--- config.mk ---
export PLATFORM = sky130hd
export DESIGN_NAME = seg7_scan_capture
export DESIGN_NICKNAME = d
export VERILOG_FILES = /design/src/rtl/seg7_pkg.sv /design/src/rtl/seg7_decode.sv /design/src/rtl/seg7_scan_capture.sv
export SDC_FILE = /design/constraint.sdc
export NUM_CORES = 1
export LEC_CHECK = 0
export CAP_MARGIN = 20
export CORE_AREA = 3 3 132 83
export DETAILED_ROUTE_END_ITERATION = 10
export DIE_AREA = 0 0 135 86
export PLACE_DENSITY = 0.78
export SYNTH_ARGS = -nofsm -noshare
export SYNTH_HDL_FRONTEND = slang
export SYNTH_SLANG_ARGS = --single-unit
--- constraint.sdc ---
create_clock -name clk -period 3.3 [get_ports clk]
set_clock_uncertainty 0.05 [all_clocks]
set_input_delay 0.825 -clock clk [delete_from_list [all_inputs] [get_ports clk]]
set_output_delay 0.825 -clock clk [all_outputs]
set_load 0.005 [all_outputs]
--- src/rtl/seg7_pkg.sv ---
// seg7_pkg: shared definitions for the seven-segment display path.
// Contents:
//   NUM_DIGITS   number of multiplexed digits on the display bus
//   seg_bits_t   segment bit order, a = bit 6 ... g = bit 0, active-high
//   SEG_0..SEG_F legal hex glyph codes
//   cap_state_t  scan-capture FSM states
//   is_onehot    single-digit-select test
package seg7_pkg;

  localparam int NUM_DIGITS = 8;

  typedef struct packed {
    logic a;
    logic b;
    logic c;
    logic d;
    logic e;
    logic f;
    logic g;
  } seg_bits_t;

  localparam logic [6:0] SEG_0 = 7'h7E;
  localparam logic [6:0] SEG_1 = 7'h30;
  localparam logic [6:0] SEG_2 = 7'h6D;
  localparam logic [6:0] SEG_3 = 7'h79;
  localparam logic [6:0] SEG_4 = 7'h33;
  localparam logic [6:0] SEG_5 = 7'h5B;
  localparam logic [6:0] SEG_6 = 7'h5F;
  localparam logic [6:0] SEG_7 = 7'h70;
  localparam logic [6:0] SEG_8 = 7'h7F;
  localparam logic [6:0] SEG_9 = 7'h7B;
  localparam logic [6:0] SEG_A = 7'h77;
  localparam logic [6:0] SEG_B = 7'h1F;
  localparam logic [6:0] SEG_C = 7'h4E;
  localparam logic [6:0] SEG_D = 7'h3D;
  localparam logic [6:0] SEG_E = 7'h4F;
  localparam logic [6:0] SEG_F = 7'h47;

  typedef enum logic [1:0] {
    ST_WAIT,
    ST_SETTLE,
    ST_HELD
  } cap_state_t;

  function automatic logic is_onehot(input logic [NUM_DIGITS-1:0] v);
    return (v != '0) && ((v & (v - 1'b1)) == '0);
  endfunction

endpackage

--- src/rtl/seg7_decode.sv ---
// seg7_decode: combinational seven-segment pattern to hex nibble decoder.
// Ports:
//   seg    in  7  segment pattern, a = bit 6 ... g = bit 0, active-high
//   nibble out 4  decoded hex value, 0 when the pattern is not a legal glyph
//   legal  out 1  pattern exactly matches one of the 16 hex glyphs
module seg7_decode
  import seg7_pkg::*;
(
  input  logic [6:0] seg,
  output logic [3:0] nibble,
  output logic       legal
);

  seg_bits_t bits;

  always_comb begin
    bits   = seg_bits_t'(seg);
    nibble = '0;
    legal  = 1'b1;
    case (bits)
      SEG_0:   nibble = 4'h0;
      SEG_1:   nibble = 4'h1;
      SEG_2:   nibble = 4'h2;
      SEG_3:   nibble = 4'h3;
      SEG_4:   nibble = 4'h4;
      SEG_5:   nibble = 4'h5;
      SEG_6:   nibble = 4'h6;
      SEG_7:   nibble = 4'h7;
      SEG_8:   nibble = 4'h8;
      SEG_9:   nibble = 4'h9;
      SEG_A:   nibble = 4'hA;
      SEG_B:   nibble = 4'hB;
      SEG_C:   nibble = 4'hC;
      SEG_D:   nibble = 4'hD;
      SEG_E:   nibble = 4'hE;
      SEG_F:   nibble = 4'hF;
      default: legal  = 1'b0;
    endcase
  end

endmodule

--- src/rtl/seg7_scan_capture.sv ---
// seg7_scan_capture: samples a time-multiplexed seven-segment bus, waits for
// each digit to be stable, decodes it and reassembles the displayed word.
// Parameters:
//   SETTLE_CYCLES  consecutive identical samples needed to capture a digit (>=1)
// Ports:
//   clk         in   1  rising-edge clock
//   rst         in   1  synchronous active-high reset
//   dig_sel     in   8  one-hot digit select, bit i -> nibble [4i+3:4i]
//   seg         in   7  segment pattern, a = bit 6 ... g = bit 0
//   value       out 32  last complete reassembled word
//   frame_valid out  1  one-cycle pulse when value updates
//   bad_digit   out  8  per-digit illegal-pattern flags for the frame in value
module seg7_scan_capture
  import seg7_pkg::*;
#(
  parameter int SETTLE_CYCLES = 4
) (
  input  logic                    clk,
  input  logic                    rst,
  input  logic [NUM_DIGITS-1:0]   dig_sel,
  input  logic [6:0]              seg,
  output logic [4*NUM_DIGITS-1:0] value,
  output logic                    frame_valid,
  output logic [NUM_DIGITS-1:0]   bad_digit
);

  localparam int CW = $clog2(SETTLE_CYCLES + 1);
  localparam logic [CW-1:0] CNT_MAX = CW'(SETTLE_CYCLES);
  localparam logic [CW-1:0] CNT_ONE = CW'(1);

  logic [NUM_DIGITS-1:0]   r_sel;
  logic [6:0]              r_seg;
  logic [NUM_DIGITS-1:0]   p_sel;
  logic [6:0]              p_seg;

  cap_state_t              state;
  cap_state_t              state_next;
  logic [CW-1:0]           cnt;
  logic [CW-1:0]           cnt_next;
  logic                    capture;

  logic                    sel_onehot;
  logic                    changed;
  logic [3:0]              dec_nib;
  logic                    dec_legal;

  logic [4*NUM_DIGITS-1:0] shadow;
  logic [NUM_DIGITS-1:0]   seen;
  logic [NUM_DIGITS-1:0]   bad_acc;
  logic [4*NUM_DIGITS-1:0] shadow_new;
  logic [NUM_DIGITS-1:0]   seen_new;
  logic [NUM_DIGITS-1:0]   bad_new;
  logic                    frame_done;

  seg7_decode u_decode (
    .seg    (r_seg),
    .nibble (dec_nib),
    .legal  (dec_legal)
  );

  assign sel_onehot = is_onehot(r_sel);
  // p_* is the registered sample from one cycle earlier; stability is judged
  // entirely on the registered copy of the bus.
  assign changed    = {r_sel, r_seg} != {p_sel, p_seg};

  always_ff @(posedge clk) begin
    if (rst) begin
      state <= ST_WAIT;
      cnt   <= '0;
    end else begin
      state <= state_next;
      cnt   <= cnt_next;
    end
  end

  always_comb begin
    state_next = state;
    cnt_next   = cnt;
    capture    = 1'b0;
    case (state)
      ST_WAIT: begin
        if (sel_onehot) begin
          state_next = ST_SETTLE;
          cnt_next   = CNT_ONE;
        end
      end
      ST_SETTLE, ST_HELD: begin
        if (changed) begin
          if (sel_onehot) begin
            state_next = ST_SETTLE;
            cnt_next   = CNT_ONE;
          end else begin
            state_next = ST_WAIT;
            cnt_next   = '0;
          end
        end else if (state == ST_SETTLE && cnt != CNT_MAX) begin
          cnt_next = cnt + 1'b1;
        end
      end
      default: begin
        state_next = ST_WAIT;
        cnt_next   = '0;
      end
    endcase
    // Capture on the same edge the count reaches its target, so that with
    // SETTLE_CYCLES=1 a freshly selected digit is taken immediately.
    if (state_next == ST_SETTLE && cnt_next == CNT_MAX) begin
      capture    = 1'b1;
      state_next = ST_HELD;
    end
  end

  always_comb begin
    shadow_new = shadow;
    bad_new    = bad_acc;
    seen_new   = seen;
    for (int unsigned i = 0; i < NUM_DIGITS; i++) begin
      if (r_sel[i]) begin
        shadow_new[4*i +: 4] = dec_nib;
        bad_new[i]           = ~dec_legal;
        seen_new[i]          = 1'b1;
      end
    end
  end

  assign frame_done = capture && (&seen_new);

  always_ff @(posedge clk) begin
    if (rst) begin
      r_sel       <= '0;
      r_seg       <= '0;
      p_sel       <= '0;
      p_seg       <= '0;
      shadow      <= '0;
      seen        <= '0;
      bad_acc     <= '0;
      value       <= '0;
      bad_digit   <= '0;
      frame_valid <= 1'b0;
    end else begin
      r_sel       <= dig_sel;
      r_seg       <= seg;
      p_sel       <= r_sel;
      p_seg       <= r_seg;
      frame_valid <= 1'b0;
      if (capture) begin
        shadow <= shadow_new;
        if (frame_done) begin
          value       <= shadow_new;
          bad_digit   <= bad_new;
          frame_valid <= 1'b1;
          seen        <= '0;
          bad_acc     <= '0;
        end else begin
          seen    <= seen_new;
          bad_acc <= bad_new;
        end
      end
    end
  end

endmodule
==> metrics <==
commonest non-fill, non-tap cell in the layout=dfxtp_1; DRC=0; io pins=a little under 60; initial antenna violation count=0; # nets final=around 660; Final Non-Filler Cells=slightly below 800; maximum VDD drop=0.4648 mV; # H-tree levels=4; largest fanout on the critical path=19; ys async rst share=0%; Cells after Synth=about 590; WHS=0.4147 ns; fmax=about 0.32 GHz; Hold Vio Cnt, Final=0; class of the most critical setup path=reg -> reg; die width=135 µm; data arrival time of the worst path=~3.3 ns; Clock Path Buffers=2; dpl hpwl=8717 µm; Power Dens Cells=536.7 nW/µm²; I/O Buffers=57; worst hold path type=reg -> reg; global route total overflow=0; Core Area=9774 µm²; Place WS=between 0.15 and 0.2 ns; initial DRC count=just over 500; Post-synth top flop=dfxtp_1; Synth Cell Area=5451 µm²; Die ar.=~12000 µm²; Clock transition at path regs=0.05 ns; Worst R2R End=shadow[10]; Pre-antenna DRT Iters=5; initial core utilization=55.77%; largest net degree at the start of global routing=between 60 and 70; hold_buf cts=0; R2R Path Start=r_sel[7]; area grow syn2layout=24.19%; max_cap viols=0; critical path startpoint category=flop; status=complete, no violations; fin crit period=just over 3 ns; hold wc startpoint=bad_digit[7]; share of the yosys chip area belonging to registers=between 40% and 50%; Setup WS post-layout=approximately 0.22 ns; RePlAce Congestion=approximately 0.83; share of cells above drive strength 1=a little under an eighth; most frequent cells in the layout=122 x dfxtp_1, 56 x clkdlybuf4s50_1, 46 x nor2_1, 41 x a21oi_1, 36 x a31oi_1; RSZ-0062 raised after global routing=true; post-synthesis average cell area=a little over 9 µm²; Die Ht=about 86 µm; CTS Sinks=124; Total GRT Usage=approximately a quarter; Final ANT Viol Nets=0; Worst Setup SP=r_sel[7]; Yosys reg bits=~120; final number of setup-violating endpoints=0; latest clock arrival within the worst-skew pair=~0.42 ns; CTS buffer count=17; vias in the first global route=4429; CTS tree=done; placed insts=between 700 and 800; relative slew slack=29.80%; CP Capture Point=shadow[10]; routed vias=between 4000 and 5000; ant diodes=0; routed wire length=13490 µm; Register-to-Register Path Depth=9; vias per cell=between 6 and 7; Final Cycle Share=about 93%; worst slew pin tran=between 1 and 1.5 ns; Slew Limit Fails=0; Leak Pwr=about 0.0026 µW; Syn. warnings=0; Filler cells=~720; syn_nets=616; Yosys cell types=55; Worst setup EP type=flop; CP Data Required Time=between 3 and 4 ns; DR WL/cell=17.30 µm; root buf cell=clkbuf_16; Total Neg Setup Slack=0 ns; number of synthesized flops with an enable pin=0; first-pass GRT wire length=roughly 22000 µm; reg2reg setup slack=0.22 ns; row count=28
-- cell usage after synthesis, drive strengths merged (3+ instances only) --
master   number  area (µm²)
o32ai         6       52.55
nand2        15       56.30
a22oi         3       36.28
nand3b        3       22.52
ha            5       62.56
a311o         3       30.03
nor2         46       172.7
a31oi        37       231.5
or2           4       25.03
a21oi        41       205.2
clkbuf       47       176.4
dfxtp       124        2482
nor4          6       52.55
xnor2         5       43.79
o22ai         5       31.28
nor2b        27       168.9
buf          22       108.9
o211a         6       60.06
o21ai         8       40.04
nor3          4       20.02
nand4b        7       67.56
a22o         32       280.3
mux2i         9       90.09
and3          6       37.54
nand2b       13       81.33
o21a          6       45.04
xor2         13       113.9
o2bb2ai       8       70.07
a311oi       32       280.3
inv          22       82.58
or3           4       25.02
a211oi        3       22.52
nand3         5       30.03
-- per-layer routing --
layer  global-route usage [%]  vias up  wire length [µm]
li1                         -     2261                 -
met1                    34.46     2281              6392
met2                    34.60      184              5830
met3                    7.268       22              1028
met4                    9.241        0               241
met5                        0        -                 0
-- stage by stage --
stage               power [µW]  instance area, µm²  utilization, %
floorplan                 1811                5451               -
global placement          1904                6193           63.36
detailed placement        1917                6193           63.36
CTS                       3632                6740           68.96
global route              3771                6770           69.27
finish                    3634                6770           69.27
-- final cells by class --
type	count	area, µm²	area share (%)
Multi-Input combinational cell	379	2640	38.99
Clock buffer	24	481.7	7.115
Tap cell	135	168.9	2.495
Inverter	22	82.58	1.220
Sequential cell	124	2485	36.70
Timing Repair Buffer	89	847.1	12.51
Clock inverter	7	65.06	0.9610
-- sequential cells by signal (all words and copies together), names as in the netlist --
name         count
bad_digit        8
seen             8
r_seg            7
value           32
shadow          32
cnt              3
state            2
r_sel            8
p_seg            7
bad_acc          8
p_sel            8
frame_valid      1
-- what timing repair did --
action	CTS	global route
gates resized for setup	0	5
setup buffers	0	3
endpoints found under the setup margin	0	57
hold endpoints to repair	0	0
-- worst max-delay path: stages (launching register included) --
cell and delay (ns):
dfxtp_1 0.57, xor2_1 0.18, nor4_1 0.23, nand2_1 0.19, or2_0 0.29, a311o_1 0.41
a22oi_4 0.33, buf_4 0.31, a31oi_1 0.12, a311oi_1 0.28
-- worst min-delay path by stage --
stage / endpoint / slack, ns / cells past startpoint
floorplan: seen[1] / 0.39 / 1
global placement: seen[6] / 0.40 / 1
detailed placement: bad_digit[7] / 0.40 / 1
CTS: seen[4] / 0.42 / 1
global route: bad_digit[1] / 0.44 / 1
finish: bad_digit[7] / 0.41 / 1
-- where the power goes --
group / internal [µW] / switching (µW)
Combinational: 142 / 223
Clock: 1080 / 638
Sequential: 1520 / 26.0
-- cell families after synthesis --
group / after synthesis / share of synthesized area, %
compound gates: 199 / 26.88
simple gates: 148 / 15.15
flops: 124 / 45.54
buf+inv: 91 / 6.748
xor+xnor: 18 / 2.892
mux: 9 / 1.653
fa+ha+maj: 5 / 1.148
(Power assumes the default switching activity.)
